File: config.mk
export PLATFORM = sky130hd
export DESIGN_NAME = asr_bank
export DESIGN_NICKNAME = d
export VERILOG_FILES = /design/src/rtl/asr_bank.sv
export SDC_FILE = /design/constraint.sdc
export NUM_CORES = 1
export LEC_CHECK = 0
export CAP_MARGIN = 10
export CORE_MARGIN = 3
export CORE_UTILIZATION = 43
export CTS_BUF_LIST = sky130_fd_sc_hd__clkbuf_8
export CTS_CLUSTER_SIZE = 40
export DETAILED_ROUTE_END_ITERATION = 7
export GPL_TIMING_DRIVEN = 0
export SKIP_LAST_GASP = 1
export SLEW_MARGIN = 10
export SYNTH_ARGS = -nofsm -noshare
export SYNTH_HDL_FRONTEND = slang
export SYNTH_SLANG_ARGS = --single-unit
File: constraint.sdc
create_clock -name clk -period 2.4 [get_ports clk]
set_clock_uncertainty 0.05 [all_clocks]
set_input_delay 0.48 -clock clk [delete_from_list [all_inputs] [get_ports clk]]
set_output_delay 0.48 -clock clk [all_outputs]
set_load 0.01 [all_outputs]
File: src/rtl/asr_bank.sv
`default_nettype none
// +--------------------------------------------------------------------------+
// | Module      : asr_bank                                                   |
// | Description : Ancillary state register bank serving RDASR/WRASR. A       |
// |               window of FIRST_ASR..FIRST_ASR+NUM_ASR-1 is implemented;   |
// |               any other select reads 0, drops writes and flags asr_err.  |
// |               Optional macro ASR_TIMER_EN turns window indices 0..2 into |
// |               an interval timer (COUNT, CMP, CTRL) with an IRQ output.   |
// | Revision    : 1.0 - initial release                                      |
// +--------------------------------------------------------------------------+
module asr_bank #(
  parameter int WIDTH     = 32,
  parameter int FIRST_ASR = 16,
  parameter int NUM_ASR   = 16
) (
  input  logic             clk,
  input  logic             rst,
  input  logic             asr_rd,
  input  logic             asr_wr,
  input  logic [4:0]       asr_sel,
  input  logic [WIDTH-1:0] asr_in,
  output logic [WIDTH-1:0] asr_out,
  output logic             asr_err,
  output logic             timer_irq
);

  // Window bounds widened to 6 bits so that FIRST_ASR+NUM_ASR == 32 fits.
  localparam logic [5:0] c_LO = 6'(FIRST_ASR);
  localparam logic [5:0] c_HI = 6'(FIRST_ASR + NUM_ASR);

`ifdef ASR_TIMER_EN
  localparam int c_GEN_BASE = 3;
`else
  localparam int c_GEN_BASE = 0;
`endif

  logic [5:0]       w_sel;
  logic [5:0]       w_idx;
  logic             w_hit;
  logic [NUM_ASR-1:0] w_wr;
  logic [WIDTH-1:0] w_rd [NUM_ASR];
  logic             r_err;

  assign w_sel = {1'b0, asr_sel};
  assign w_hit = (w_sel >= c_LO) && (w_sel < c_HI);
  assign w_idx = w_sel - c_LO;

  // Select decode: per-register write enables and the zero-latency read mux.
  always_comb begin
    w_wr    = '0;
    asr_out = '0;
    for (int i = 0; i < NUM_ASR; i++) begin
      if (w_hit && (w_idx == 6'(i))) begin
        w_wr[i] = asr_wr;
        asr_out = w_rd[i];
      end
    end
  end

  // One-cycle error pulse for any strobed access outside the window.
  always_ff @(posedge clk or negedge rst) begin
    if (!rst) r_err <= 1'b0;
    else      r_err <= (asr_rd | asr_wr) & ~w_hit;
  end

  assign asr_err = r_err;

  // Plain general-purpose registers (all indices not claimed by the timer).
  generate
    for (genvar gi = c_GEN_BASE; gi < NUM_ASR; gi++) begin : g_gen
      logic [WIDTH-1:0] r_q;

      // Load on a write strobe to this index, hold otherwise.
      always_ff @(posedge clk or negedge rst) begin
        if (!rst)          r_q <= '0;
        else if (w_wr[gi]) r_q <= asr_in;
      end

      assign w_rd[gi] = r_q;
    end
  endgenerate

`ifdef ASR_TIMER_EN
  logic [WIDTH-1:0] r_count;
  logic [WIDTH-1:0] r_cmp;
  logic             r_en;
  logic             r_reload;
  logic             r_ie;
  logic             r_pend;
  logic             w_match;

  // A software write to COUNT suppresses the compare for that cycle.
  assign w_match = r_en & ~w_wr[0] & (r_count == r_cmp);

  // COUNT: software write wins, else increment (or reload to 0 on a match).
  always_ff @(posedge clk or negedge rst) begin
    if (!rst)                     r_count <= '0;
    else if (w_wr[0])             r_count <= asr_in;
    else if (w_match && r_reload) r_count <= '0;
    else if (r_en)                r_count <= r_count + 1'b1;
  end

  // CMP: plain software-loaded compare value.
  always_ff @(posedge clk or negedge rst) begin
    if (!rst)         r_cmp <= '0;
    else if (w_wr[1]) r_cmp <= asr_in;
  end

  // CTRL: EN/RELOAD/IE load from software; PEND is set by a match and
  // cleared by writing 1 to bit 3, with the hardware set taking priority.
  always_ff @(posedge clk or negedge rst) begin
    if (!rst) begin
      r_en     <= 1'b0;
      r_reload <= 1'b0;
      r_ie     <= 1'b0;
      r_pend   <= 1'b0;
    end else begin
      if (w_wr[2]) begin
        r_en     <= asr_in[0];
        r_reload <= asr_in[1];
        r_ie     <= asr_in[2];
      end
      if (w_match)                  r_pend <= 1'b1;
      else if (w_wr[2] && asr_in[3]) r_pend <= 1'b0;
    end
  end

  assign w_rd[0]   = r_count;
  assign w_rd[1]   = r_cmp;
  assign w_rd[2]   = {{(WIDTH-4){1'b0}}, r_pend, r_ie, r_reload, r_en};
  assign timer_irq = r_pend & r_ie;
`else
  assign timer_irq = 1'b0;
`endif

endmodule
`default_nettype wire

Word-level counts from Yosys, hierarchy flattened
Index checks and enable logic that the tools add are counted.
- $add $sub $neg: 1
- bitwise logic cells: 3
- reductions and logical operators: 18
- equal/unequal tests: 15
- multiplexer cells: 32
- magnitude comparators: 2
- operators by type and width (cell ; count):
    32-bit 2-to-1 mux ; 16
    6-bit by 4-bit equality test with 1-bit output, second input constant ; 8
    6-bit by 3-bit equality test with 1-bit output, second input constant ; 4
    1-bit logical AND ; 17
    1-bit 2-to-1 mux ; 16
    6-bit by 2-bit equality test with 1-bit output, second input constant ; 2
    6-bit by 1-bit equality test with 1-bit output, second input constant ; 1
    6-bit zero test ; 1
    5-bit by 6-bit < comparator with 1-bit output, second input constant ; 1
    5-bit by 5-bit subtractor with 6-bit output, second input constant ; 1
    5-bit >= comparator, second input constant ; 1
    1-bit AND ; 1
    1-bit NOT ; 1
    1-bit OR ; 1
- logic and storage cells: 88
- input bits: 41
- output and inout bits: 34
- bits in registers: 513

Longest topological paths before layout
- word-level depth: 19
- gate-level depth with buffers: 10
- gate-level depth less buffers: 6

Worst setup path after synthesis
Ideal clock, no wire load.
- path kind: input to output
- start point: input asr_sel[3]
- end point: output asr_out[3]
- cell stages on the path: 7
- buffers on the path: 2
- arrival time: 1.992 ns
- path slack: -0.122 ns
- data required time: 1.870 ns
- path through: buf_6 or4b_4 buf_6 o22ai_1 o221ai_1 o211a_1 o31ai_2
- word-level cells in the longest chain between the ends: 19
- elaborated cells between the ends (all ways): 52
- classes of those cells: 1 x add/sub; 2 x order compare; 15 x eq/ne; 16 x mux; 18 x reduce/logical
- RTL lines (what ; RTL line ; source):
    start: declaration ; 20 ; input logic [4:0] asr_sel,
    5-bit by 5-bit subtractor with 6-bit output (tied with other cells) ; 46 ; assign w_idx = w_sel - c_LO;
    6-bit zero test / 1-bit logical AND (equally long branches) ; 53, 45 ;
    1-bit logical AND ; 53 ; if (w_hit && (w_idx == 6'(i))) begin
    32-bit 2-to-1 mux (15 in series) ; 53 ;
    32-bit 2-to-1 mux (*) ; 53 ;
    end: declaration ; 22 ; output logic [WIDTH-1:0] asr_out,
Every way passes the cells marked *; elsewhere a longest branch is shown, timed or not.

Final worst setup path
- start point: input asr_sel[2]
- end point: output asr_out[7]
Same word-level chain as after synthesis.

==> impl_metrics.csv <==
group,metric,value,unit
finish,drive_above_1_share,52.0,%
worst_setup_path,rr_startpoint,"g_gen[10].r_q[19]",
timing,max_freq,0.337,GHz
die,dieArea,57800,sq um
synthesis,ys_warn_count,0,
grt,overflow,0,
die,initial_core_util,43.7,%
detailed_routing,wl,92400,microns
grt,track_usage,31.4,%
worst_setup_path,cp-start-kind,"input pin",
timing,drv_slew,0,
worst_setup_path,cp_slowest_cell,"a222oi_1",
worst_setup_path,end_kind,"output port",
worst_setup_path,max_stage_delay,0.54,ns
cts,cts-root-buf,"clkbuf_8",
cts,cts_made_buffers,88,
timing,period_needed,2.97,ns
timing,worst_pin_slew,0.610,ns
outcome,violations,"negative setup slack",
worst_setup_path,critical_path_class,"input pin to output port",
worst_setup_path,critPathMaxFanout,10,
die,fp-row-count,85,
cts,tritoncts,"yes",
cts,clk_path_buf_depth,3,
worst_setup_path,crit_top_cell,"buf_12",
synthesis,yosysSeqAreaShare,54.4,%
placed_design,dp_slack,-2.51,ns
placed_design,dp_cells,2588,
detailed_routing,wl_met2,41600,microns
worst_setup_path,arrival,2.44,ns
synthesis,syn_nets,1857,
grt,grt_pass1_wl,130000,microns
detailed_routing,dr.pass1.iters,7,
timing,maxSlewHeadroom,59.4,%
detailed_routing,wl_per_cell,31.5,microns
synthesis,synth_edf_count,0,
die,io_pins,75,
timing,hold_violations,0,
detailed_routing,drt-initial-drc-count,1885,
synthesis,yosys.area_share.simple,4.47,%
placed_design,routabilityCongestion,0.974,
detailed_routing,post_drt_via_cell_ratio,6.31,
detailed_routing,met1_length,37700,microns
synthesis,synth_flop_cell,"dfrtp_1",
cts,clk-insertion-delay-late,0.70,ns
detailed_routing,highest_layer,"met4",
cts,cts_sinks,513,
worst_setup_path,cp_cell_sequence,"buf_12 -> buf_12 -> buf_16 -> nand3b_1 -> buf_4 -> nor2_4 -> buf_12 -> clkbuf_8 -> a222oi_1 -> o31ai_4 -> buf_2",
cts,path_clk_slew,0.05,ns
detailed_routing,drtAntennaViolNets,0,
die,dieHeight,240,microns
timing,setup_viol,32,
outcome,status,"finished with violations",
detailed_routing,drc_errors,0,
finish,final_common_cell,"dfrtp_1",
timing,worst_slack,-0.570,ns
finish,area_growth,31.2,%
placed_design,port_buffers,71,
grt,antenna_found_initial,2,
worst_setup_path,crit_start,"asr_sel[2]",
timing,fin_crit_sh,124,%
synthesis,synth_top_family_by_area,"multiplexers",
synthesis,yosys.area_share.xor_xnor,0,%
grt,grt_pass1_vias,18568,
detailed_routing,wl_met3,7630,microns
min_path,min_path_type,"input pin to asynchronous set/reset pin",
synthesis,syn_avg_cell_area,13.0,sq um
die,die_width,240,microns
grt,grt_max_degree,112,
synthesis,synthesis.area,23600,sq um
cts,htreeDepth,3,
pwr,power_per_cell_area,751,nW/um^2
finish,finish.net_count,2206,
run,maxCapViolCount,0,
synthesis,synthDistinctLibCells,76,
synthesis,yosysTopAreaCell,"dfrtp_1",
die,core_area,54000,sq um
synthesis,yosysTopAreaCellShare,54.4,%
pwr,vdd_drop_max,455,uV
pwr,p_leak,14.0,nW
synthesis,synth_area_leaders,"dfrtp_1, mux2_2, mux2i_1, buf_2, a21oi_1",
placed_design,dp_hpwl,57100,microns
detailed_routing,vias,18505,
synthesis,synth_compound_area_share,11.1,%
synthesis,synthAdderAreaFrac,0,%
finish,final_util,57.3,%
synthesis,async_reset_ff_share,100,%
worst_setup_path,cp_data_required_time,1.87,ns
synthesis,ys_ff_latch,513,
finish,diodes,0,
timing,finalSetupTns,-14.75,ns
synthesis,synth_cells,1816,
finish,final_cell_mix,"dfrtp_1, mux2_2, clkbuf_8",
finish,final_cells,2934,
timing,rsz0062_at_grt,"yes",
synthesis,muxShareOfSynthArea,26.7,%
-- sequential cells by signal, summed over array words and instances (netlist names) --
name       cells
g_gen.r_q    512
asr_err        1
-- metal layers --
metal,GRT usage [%],up-vias
met5,0,-
met4,16.1,0
met3,6.92,285
met2,48.3,926
met1,42.1,9722
li1,-,7572
-- power by group --
part	total (mW)	switching, mW	leakage [nW]	internal [mW]
clock	8.14	3.77	1.06	4.37
combinational	3.81	1.71	6.42	2.09
sequential	11.3	0.967	6.56	10.3
total	23.3	6.45	14.0	16.8
-- per-stage QoR --
stage / hold WS, ns / area, sq um / power, mW
CTS: 0.241 / 30000 / 23.0
detailed placement: 0.384 / 25400 / 14.6
floorplan: 0.134 / 23700 / 13.3
finish: 0.250 / 31000 / 23.3
global route: 0.258 / 31000 / 24.2
global placement: 0.425 / 25300 / 14.4
-- timing repair --
action | 4_1_cts | 5_1_grt
setup endpoints to repair | 442 | 117
cloned | 9 | 5
pin swaps | 101 | 86
endpoints found under the hold margin | 58 | 0
buffers inserted | 126 | 49
resized for setup | 516 | 119
hold buffers | 1 | 0
-- cells in the mapped netlist, drive strengths merged (6+ instances only) --
cell type	instances
dfrtp	513
a22oi	44
buf	99
a222oi	14
o22ai	62
mux2	519
nand2	56
nor3	10
nand3b	7
nand2b	10
nor2	57
or3	7
a21oi	79
o22a	13
nor2b	6
mux2i	47
o221ai	15
a31oi	12
clkbuf	57
a221o	7
o21ai	49
nand3	18
o211ai	13
a311oi	6
a221oi	15
a32oi	6
-- kinds of logic (layout without fill, tap and decap cells) --
kind of cell / Yosys count / after routing
AOI/OAI and AO/OA: 377 / 377
and+or+nand+nor: 198 / 198
muxes: 566 / 566
DFF: 513 / 513
buffers and inverters: 161 / 583
other: 1 / 1
-- critical path: cells and delay by family --
kind | cells | cell delay [ns]
AOI/OAI and AO/OA | 2 | 0.68
buffers and inverters | 7 | 1.05
and+or+nand+nor | 2 | 0.21
-- path summary, 6_finish.rpt --
| path | to | slack, ns | depth (start not counted) |
|---|---|---|---|
| max | asr_out[7] | -0.57 | 11 |
| max in group asynchronous | g_gen[2].r_q[5] | 0.37 | 5 |
| min in group clk | asr_err | 0.30 | 3 |
| min reg2reg | g_gen[10].r_q[20] | 0.45 | 1 |
| max reg2reg | g_gen[10].r_q[19] | 1.52 | 1 |
| min | g_gen[14].r_q[13] | 0.25 | 2 |
-- final cells by class --
type | count | area [sq um]
fill | 4305 | 23000
sequential | 513 | 12800
multi-input combinational | 1142 | 11100
timing repair buffer | 262 | 2760
clock buffer | 114 | 1570
buffer | 153 | 1520
tap | 696 | 871
clock inverter | 49 | 249
inverter | 5 | 23.8
(Power assumes the default switching activity.)
